$ cat src/rtl/starfield_pkg.sv
// starfield_pkg: shared state type, window constants and density clamp for the starfield controller
package starfield_pkg;
    typedef enum logic [1:0] {ACTIVE, SKIP, HOLD} sf_state_t;
    localparam int SF_WIN_END = 256;
    localparam int SF_MAX_DENSITY = 8;
    function automatic logic [3:0] clamp_density(input logic [3:0] d);
        return (d == 4'd0) ? 4'd1 : (d > 4'(SF_MAX_DENSITY)) ? 4'(SF_MAX_DENSITY) : d;
    endfunction
endpackage

$ cat src/rtl/starfield_density_mask.sv
// starfield_density_mask: decodes a star density into a mask of that many LFSR MSBs
module starfield_density_mask
    import starfield_pkg::*;
(
    input  logic [3:0]  density,
    output logic [15:0] mask
);
    always_comb mask = ~(16'hFFFF >> clamp_density(density));
endmodule

$ cat src/rtl/starfield_scroll_ctrl.sv
// starfield_scroll_ctrl: steps the starfield LFSR per visible pixel plus a speed-sized burst in vblank
module starfield_scroll_ctrl
    import starfield_pkg::*;
#(
    parameter int SPEED_W = 4,
    parameter int DEFAULT_SPEED = 0,
    parameter int DEFAULT_DENSITY = 7
) (
    input  logic               clk,
    input  logic               reset,
    input  logic [8:0]         hpos,
    input  logic [8:0]         vpos,
    input  logic [15:0]        lfsr,
    input  logic               cfg_valid,
    input  logic [SPEED_W-1:0] cfg_speed,
    input  logic [3:0]         cfg_density,
    output logic               cfg_ready,
    output logic               lfsr_enable,
    output logic               star_on,
    output logic               frame_tick
);
    sf_state_t state, state_nx;
    logic [SPEED_W-1:0] speed_q, skip_cnt, skip_cnt_nx;
    logic [3:0] density_q;
    logic [15:0] mask;
    logic win_end, frame_start;

    assign win_end = (vpos == 9'(SF_WIN_END)) && (hpos == '0);
    assign frame_start = (vpos == '0) && (hpos == '0);

    starfield_density_mask u_mask (.density(density_q), .mask(mask));

    assign star_on = &(lfsr | ~mask);

    always_comb begin
        state_nx = state;
        skip_cnt_nx = skip_cnt;
        lfsr_enable = 1'b0;
        case (state)
            ACTIVE: begin
                lfsr_enable = ~hpos[8] & ~vpos[8];
                if (win_end) begin
                    state_nx = (speed_q == '0) ? HOLD : SKIP;
                    skip_cnt_nx = speed_q;
                end
            end
            SKIP: begin
                lfsr_enable = 1'b1;
                skip_cnt_nx = skip_cnt - 1'b1;
                // a new frame arriving mid-burst wins over the remaining steps
                if (vpos == '0) begin
                    state_nx = ACTIVE;
                    skip_cnt_nx = '0;
                end else if (skip_cnt <= SPEED_W'(1)) begin
                    state_nx = HOLD;
                end
            end
            HOLD: state_nx = frame_start ? ACTIVE : HOLD;
            default: state_nx = ACTIVE;
        endcase
    end

    always_ff @(posedge clk or negedge reset) begin
        if (!reset) begin
            state <= ACTIVE;
            speed_q <= SPEED_W'(DEFAULT_SPEED);
            density_q <= clamp_density(4'(DEFAULT_DENSITY));
            skip_cnt <= '0;
            frame_tick <= 1'b0;
            cfg_ready <= 1'b0;
        end else begin
            state <= state_nx;
            skip_cnt <= skip_cnt_nx;
            frame_tick <= (state == ACTIVE) && (state_nx != ACTIVE);
            cfg_ready <= (state_nx == HOLD);
            if (cfg_valid && cfg_ready) begin
                speed_q <= cfg_speed;
                density_q <= clamp_density(cfg_density);
            end
        end
    end
endmodule

$ cat config.mk
export PLATFORM = sky130hd
export DESIGN_NAME = starfield_scroll_ctrl
export DESIGN_NICKNAME = d
export VERILOG_FILES = /design/src/rtl/starfield_pkg.sv /design/src/rtl/starfield_density_mask.sv /design/src/rtl/starfield_scroll_ctrl.sv
export SDC_FILE = /design/constraint.sdc
export NUM_CORES = 1
export LEC_CHECK = 0
export ABC_AREA = 1
export BUFFER_PORTS_ARGS = -buffer_cell sky130_fd_sc_hd__buf_4
export CORE_ASPECT_RATIO = 0.75
export CORE_UTILIZATION = 40
export CTS_CLUSTER_SIZE = 12
export DETAILED_ROUTE_END_ITERATION = 10
export PLACE_DENSITY = 0.83
export SYNTH_ARGS = -nofsm -noshare
export SYNTH_HDL_FRONTEND = slang
export SYNTH_SLANG_ARGS = --single-unit
export TNS_END_PERCENT = 5
$ cat constraint.sdc
create_clock -name clk -period 1.05 [get_ports clk]
set_input_delay 0.0525 -clock clk [delete_from_list [all_inputs] [get_ports clk]]
set_output_delay 0.0525 -clock clk [all_outputs]
set_load 0.03 [all_outputs]
After elaboration in Yosys (flattened, before gate mapping)
Index checks and enable logic that the tools add are counted.
W data, S select, Z words.
{"block": "classes", "n_addsub": 1, "magnitude_cmp": 3, "eq_ne": 5, "n_shift": 1, "n_mux": 14, "n_bitwise": 6, "n_reduce_logical": 14}
{"cell": "$not A16 Y16", "n": 2}
{"cell": "$mux W4", "n": 6}
{"cell": "$logic_not A9 Y1", "n": 2}
{"cell": "$or A16 B16 Y16", "n": 1}
{"cell": "$reduce_and A16 Y1", "n": 1}
{"cell": "$shr A16 B4 Y16 const A", "n": 1}
{"cell": "$logic_not A4 Y1", "n": 3}
{"cell": "$mux W2", "n": 5}
{"cell": "$eq A9 B9 Y1 const B", "n": 1}
{"cell": "$gt A4 B4 Y1 const B", "n": 2}
{"cell": "$pmux W4 S2", "n": 1}
{"cell": "$pmux W2 S3", "n": 1}
{"cell": "$eq A2 B2 Y1 const B", "n": 2}
{"cell": "$le A4 B1 Y1 const B", "n": 1}
{"cell": "$logic_and A1 B1 Y1", "n": 4}
{"cell": "$reduce_bool A2 Y1", "n": 2}
{"cell": "$sub A4 B1 Y4 const B", "n": 1}
{"cell": "$eq A2 B1 Y1 const B", "n": 1}
{"cell": "$logic_not A2 Y1", "n": 1}
{"cell": "$ne A2 B2 Y1 const B", "n": 1}
{"cell": "$not A1 Y1", "n": 2}
{"cell": "$pmux W1 S2", "n": 1}
{"cell": "$reduce_and A2 Y1", "n": 1}
{"cell": "$and A1 B1 Y1", "n": 1}
{"block": "word_totals", "regBits": 16, "output_inout_bits": 4}

Logic depth before layout (Yosys ltp)
{"block": "depth", "depth_word": 8, "depth_mapped": 9, "depth_no_buf": 9}

By module
From an unflattened synthesis, not the netlist that was laid out.
{"block": "unflattened", "cells_unflattened": 177, "area_unflattened_um2": 1176.1}
{"mod": "starfield_scroll_ctrl", "n_inst": 1, "cells_each": 151, "area_each_um2": 1034.7}
{"mod": "starfield_density_mask", "n_inst": 1, "cells_each": 26, "area_each_um2": 141.4}

Least setup slack after synthesis
OpenSTA, ideal clock, no wires.
{"block": "synth_path", "kind": "register to output", "startpoint": "register density_q[3]", "endpoint": "output star_on", "t_arrival_ns": 1.180, "setup_slack_ns": -0.182, "stages_incl_launch_ff": 6, "path_buffers": 0, "path_cell_list": "dfrtp_1 -> inv_1 -> nand2_1 -> o21bai_1 -> nand3_1 -> a21oi_1"}
{"block": "synth_between", "elab_chain_cells": 8}
{"item": "start: declaration", "line": "starfield_scroll_ctrl.sv:24", "text": "logic [3:0] density_q;"}
{"item": "start signal: assignment", "line": "starfield_scroll_ctrl.sv:67", "text": "density_q <= clamp_density(4'(DEFAULT_DENSITY));"}
{"item": "start signal: assignment", "line": "starfield_scroll_ctrl.sv:78", "text": "density_q <= clamp_density(cfg_density);"}
{"item": "$gt A4 B4 Y1", "line": "starfield_pkg.sv:7", "text": "return (d == 4'd0) ? 4'd1 : (d > 4'(SF_MAX_DENSITY)) ? 4'(SF_MAX_DENSITY) : d;"}
{"item": "$mux W4", "line": "starfield_pkg.sv:7"}
{"item": "$mux W4 *", "line": "starfield_pkg.sv:7"}
{"item": "$shr A16 B4 Y16 *", "line": "starfield_density_mask.sv:8", "text": "always_comb mask = ~(16'hFFFF >> clamp_density(density));"}
{"item": "$not A16 Y16 *", "line": "starfield_density_mask.sv:8"}
{"item": "$not A16 Y16 *", "line": "starfield_scroll_ctrl.sv:33", "text": "assign star_on = &(lfsr | ~mask);"}
{"item": "$or A16 B16 Y16 *", "line": "starfield_scroll_ctrl.sv:33"}
{"item": "$reduce_and A16 Y1 *", "line": "starfield_scroll_ctrl.sv:33"}
{"item": "end: declaration", "line": "starfield_scroll_ctrl.sv:19", "text": "output logic star_on,"}
Every way passes the cells marked *; elsewhere a longest branch is shown, timed or not.

Worst setup path after layout
{"block": "layout_path", "startpoint": "register density_q[0]", "endpoint": "output star_on"}
The elaborated chain is that of the path after synthesis.

==> impl_metrics.env <==
export IMPL_drive_gt1_share_pct=44.4
export IMPL_crit_buf_inv=2
export IMPL_fmax_ghz=0.698
export IMPL_cts_num_sinks=16
export IMPL_finalWorstSetupSlack_ns=-0.382
export IMPL_insertion_delay_ns=0.30
export IMPL_root_buffer="clkbuf_4"
export IMPL_rsz0062_at_grt="yes"
export IMPL_num_rows=14
export IMPL_synthAdderAreaFrac_pct=2.61
export IMPL_powerDensity_nw_per_um2=772
export IMPL_max_slew_margin_rel_pct=84.9
export IMPL_cp_startpoint="density_q[0]"
export IMPL_status="complete, but fails checks"
export IMPL_clk_pin_slew_ns=0.09
export IMPL_cts_tree="yes"
export IMPL_final_nets=244
export IMPL_power_frac_seq_pct=50.9
export IMPL_worstHoldPathType="in -> reg"
export IMPL_reg2reg_from="state[1]"
export IMPL_p_int_uw=952
export IMPL_worst_r2r_path_depth=8
export IMPL_die_h_um=44.4
export IMPL_synth_simple_gate_area_share_pct=36.6
export IMPL_power_frac_clock_pct=33.9
export IMPL_post_drt_wl_per_cell_um=12.1
export IMPL_tightestPinTransition_ns=0.226
export IMPL_worst_endpoint_required_ns=1.00
export IMPL_finalHoldViolations=0
export IMPL_yosysWarningCount=0
export IMPL_cts_max_path_buffers=2
export IMPL_antennaDiodeCount=0
export IMPL_routed_wl_um=2760
export IMPL_cap_violations=0
export IMPL_grt_pass1_wl_um=4440
export IMPL_dpl_cell_count=215
export IMPL_tns_ns=-1.23
export IMPL_track_usage_pct=23.6
export IMPL_worstHoldStart="cfg_density[2]"
export IMPL_power_switching_uw=262
export IMPL_synth_mux_area_share_pct=0
export IMPL_io_pins=49
export IMPL_slowest_delay_ns=0.56
export IMPL_post_route_util_pct=73.5
export IMPL_antenna_left=0
export IMPL_gp_congestion=0.830
export IMPL_critPathKind="reg -> out"
export IMPL_fin_crit_ns=1.43
export IMPL_drc=0
export IMPL_p_leak_uw=0.000836
export IMPL_hpwl_um=2110
export IMPL_grt_pass1_vias=1100
export IMPL_avgSynthCellArea_um2=7.44
export IMPL_postPlaceCellArea_um2=1410
export IMPL_fp_dieW_um=58.6
export IMPL_comb_power_share_pct=15.2
export IMPL_crit_chain="inv_2, o21a_1, o211ai_1, a21oi_2, buf_6"
export IMPL_final_design_area_no_fill_um2=1570
export IMPL_drt_iter0_drc=26
export IMPL_finalCritPeriodShare_pct=136
export IMPL_whs_ns=0.0163
export IMPL_vias_per_cell=4.89
export IMPL_ir_worst_vdd_uv=569
export IMPL_whs_path_depth=3
export IMPL_worstSetupPathDepth=5
export IMPL_initial_core_util_pct=44.9
export IMPL_dr_pass1_iters=4
export IMPL_synthCells=129
export IMPL_stdcell_count=228
export IMPL_area_growth_pct=63.8
export IMPL_path_max_fanout=2
export IMPL_dieArea_um2=2600
export IMPL_syn_cell_area_um2=960
export IMPL_grt_overflow=0
export IMPL_grt_max_degree=17
export IMPL_yosysUniqueCellTypes=25
export IMPL_setup_violations=9
export IMPL_synth_nets=176
export IMPL_synthXorXnorAreaFrac_pct=0.913
export IMPL_numCtsBuffers=3
export IMPL_core_um2=2140
export IMPL_crit_path_end_kind="output port"
export IMPL_swShare_pct=21.6
export IMPL_ys_seq_area_share_pct=42.1
export IMPL_vias=1115
export IMPL_crit_arrival_ns=1.38
export IMPL_ys_ff_latch=16
export IMPL_violations="setup timing"
export IMPL_path_delay_family="flip-flops"
export IMPL_maxSlewViolCount=0
export IMPL_nFillCells=180
export IMPL_h_tree_depth=1
export IMPL_grt_antenna_before_repair=0
export IMPL_critPathSlowestCell="dfstp_2"
export IMPL_synth_top_family_by_area="simple AND/OR/NAND/NOR gates"
export IMPL_io_buffers=40
export IMPL_synth_compound_area_share_pct=10.6
export IMPL_crit_path_start_kind="register"
export IMPL_worst_clock_skew_ns=0.000383
per-layer routing:
layer	global-route usage, %	up-vias	wire, um
met5	0	-	0
met1	25.3	524	1070
met3	6.43	7	160
li1	-	549	-
met2	43.4	35	1480
met4	11.9	0	59
what timing repair did:
action,4_1_cts,5_1_grt
resized for setup,7,8
pin swaps,5,3
hold buffers,6,1
endpoints found under the setup margin,9,11
buffers inserted,1,1
hold endpoints to repair,21,1
power groups by stage:
stage          Clock [uW]  Sequential [uW]  Combinational [uW]
2_1_floorplan           0              630                36.7
3_3_place_gp            0              630                 155
3_5_place_dp            0              630                 161
4_1_cts               417              618                 180
5_1_grt               438              619                 199
6_report              411              618                 185
cells in the mapped netlist (all sizes together):
| cell type | instances | share of area (%) |
|---|---|---|
| o22ai | 3 | 2.0 |
| nand2 | 44 | 18 |
| nor2 | 17 | 7.7 |
| nor3b | 1 | 0.78 |
| inv | 14 | 5.5 |
| o21ai | 2 | 1.0 |
| o211ai | 1 | 0.78 |
| nor3 | 2 | 1.6 |
| a21oi | 4 | 2.1 |
| o31ai | 1 | 0.78 |
| clkinv | 1 | 0.52 |
| nand3 | 14 | 8.6 |
| o21a | 2 | 1.6 |
| a21o | 2 | 1.6 |
| xor2 | 1 | 0.91 |
| dfrtp | 13 | 34 |
| buf | 1 | 1.2 |
| ha | 2 | 2.6 |
| dfstp | 3 | 8.2 |
| o21bai | 1 | 0.78 |
cells by family (layout without fill, tap and decap cells):
group / after synthesis / in the layout
compound gates: 16 / 16
flops: 16 / 16
fa+ha+maj: 2 / 2
xor+xnor: 1 / 1
simple gates: 78 / 78
buf+inv: 16 / 83
tightest hold or removal path: stages:
cell	delay, ns
buf_4	0.10
inv_1	0.06
o22ai_1	0.09
cells in the final DEF, fill, tap and decap left out:
cell type / synthesis / final
buf_4: 0 / 55
nand2_1: 41 / 39
nor2_1: 15 / 13
nand3_1: 13 / 13
dfrtp_1: 13 / 13
inv_1: 14 / 10
dlygate4sd3_1: 0 / 7
nand2_2: 3 / 5
inv_2: 0 / 4
nor2_2: 1 / 3
clkbuf_4: 0 / 3
dfstp_2: 3 / 3
nor3_2: 1 / 2
o22ai_1: 3 / 2
a21oi_2: 0 / 2
o21a_1: 2 / 2
o21ai_0: 2 / 2
a21o_1: 2 / 2
a21oi_1: 4 / 2
buf_6: 1 / 2
nor2_4: 1 / 1
nor3b_2: 0 / 1
nand3_4: 1 / 1
clkinv_2: 1 / 1
o31ai_2: 0 / 1
o211ai_1: 1 / 1
o21bai_1: 1 / 1
o22ai_2: 0 / 1
xor2_1: 1 / 1
ha_2: 0 / 1
ha_1: 2 / 1
clkbuf_8: 0 / 1
area by class of cell:
cell class	count	area, um^2	area share [%]
inverter	15	57.6	3.66
timing repair buffer	64	505	32.2
sequential	16	404	25.7
multi-input combinational	97	528	33.6
clock buffer	4	36.3	2.31
tap	32	40.0	2.55
metrics by stage:
step | setup slack (ns) | power [uW]
after floorplan | -0.0766 | 667
after global placement | -0.0921 | 784
after detailed placement | -0.155 | 791
after CTS | -0.379 | 1210
after global routing | -0.474 | 1250
final | -0.382 | 1210
final timing paths:
kind | to | slack, ns
min reg2reg | skip_cnt[1] | 0.59
min in group asynchronous | speed_q[0] | 0.14
max reg2reg | skip_cnt[1] | -0.12
max | star_on | -0.38
min | density_q[2] | 0.02
max in group asynchronous | density_q[0] | 0.67
flip-flops by register name, indices dropped and copies added (netlist names):
signal	flops
cfg_ready	1
density_q	4
frame_tick	1
skip_cnt	4
speed_q	4
state	2
Note: power is estimated with default switching activity, not from simulation.
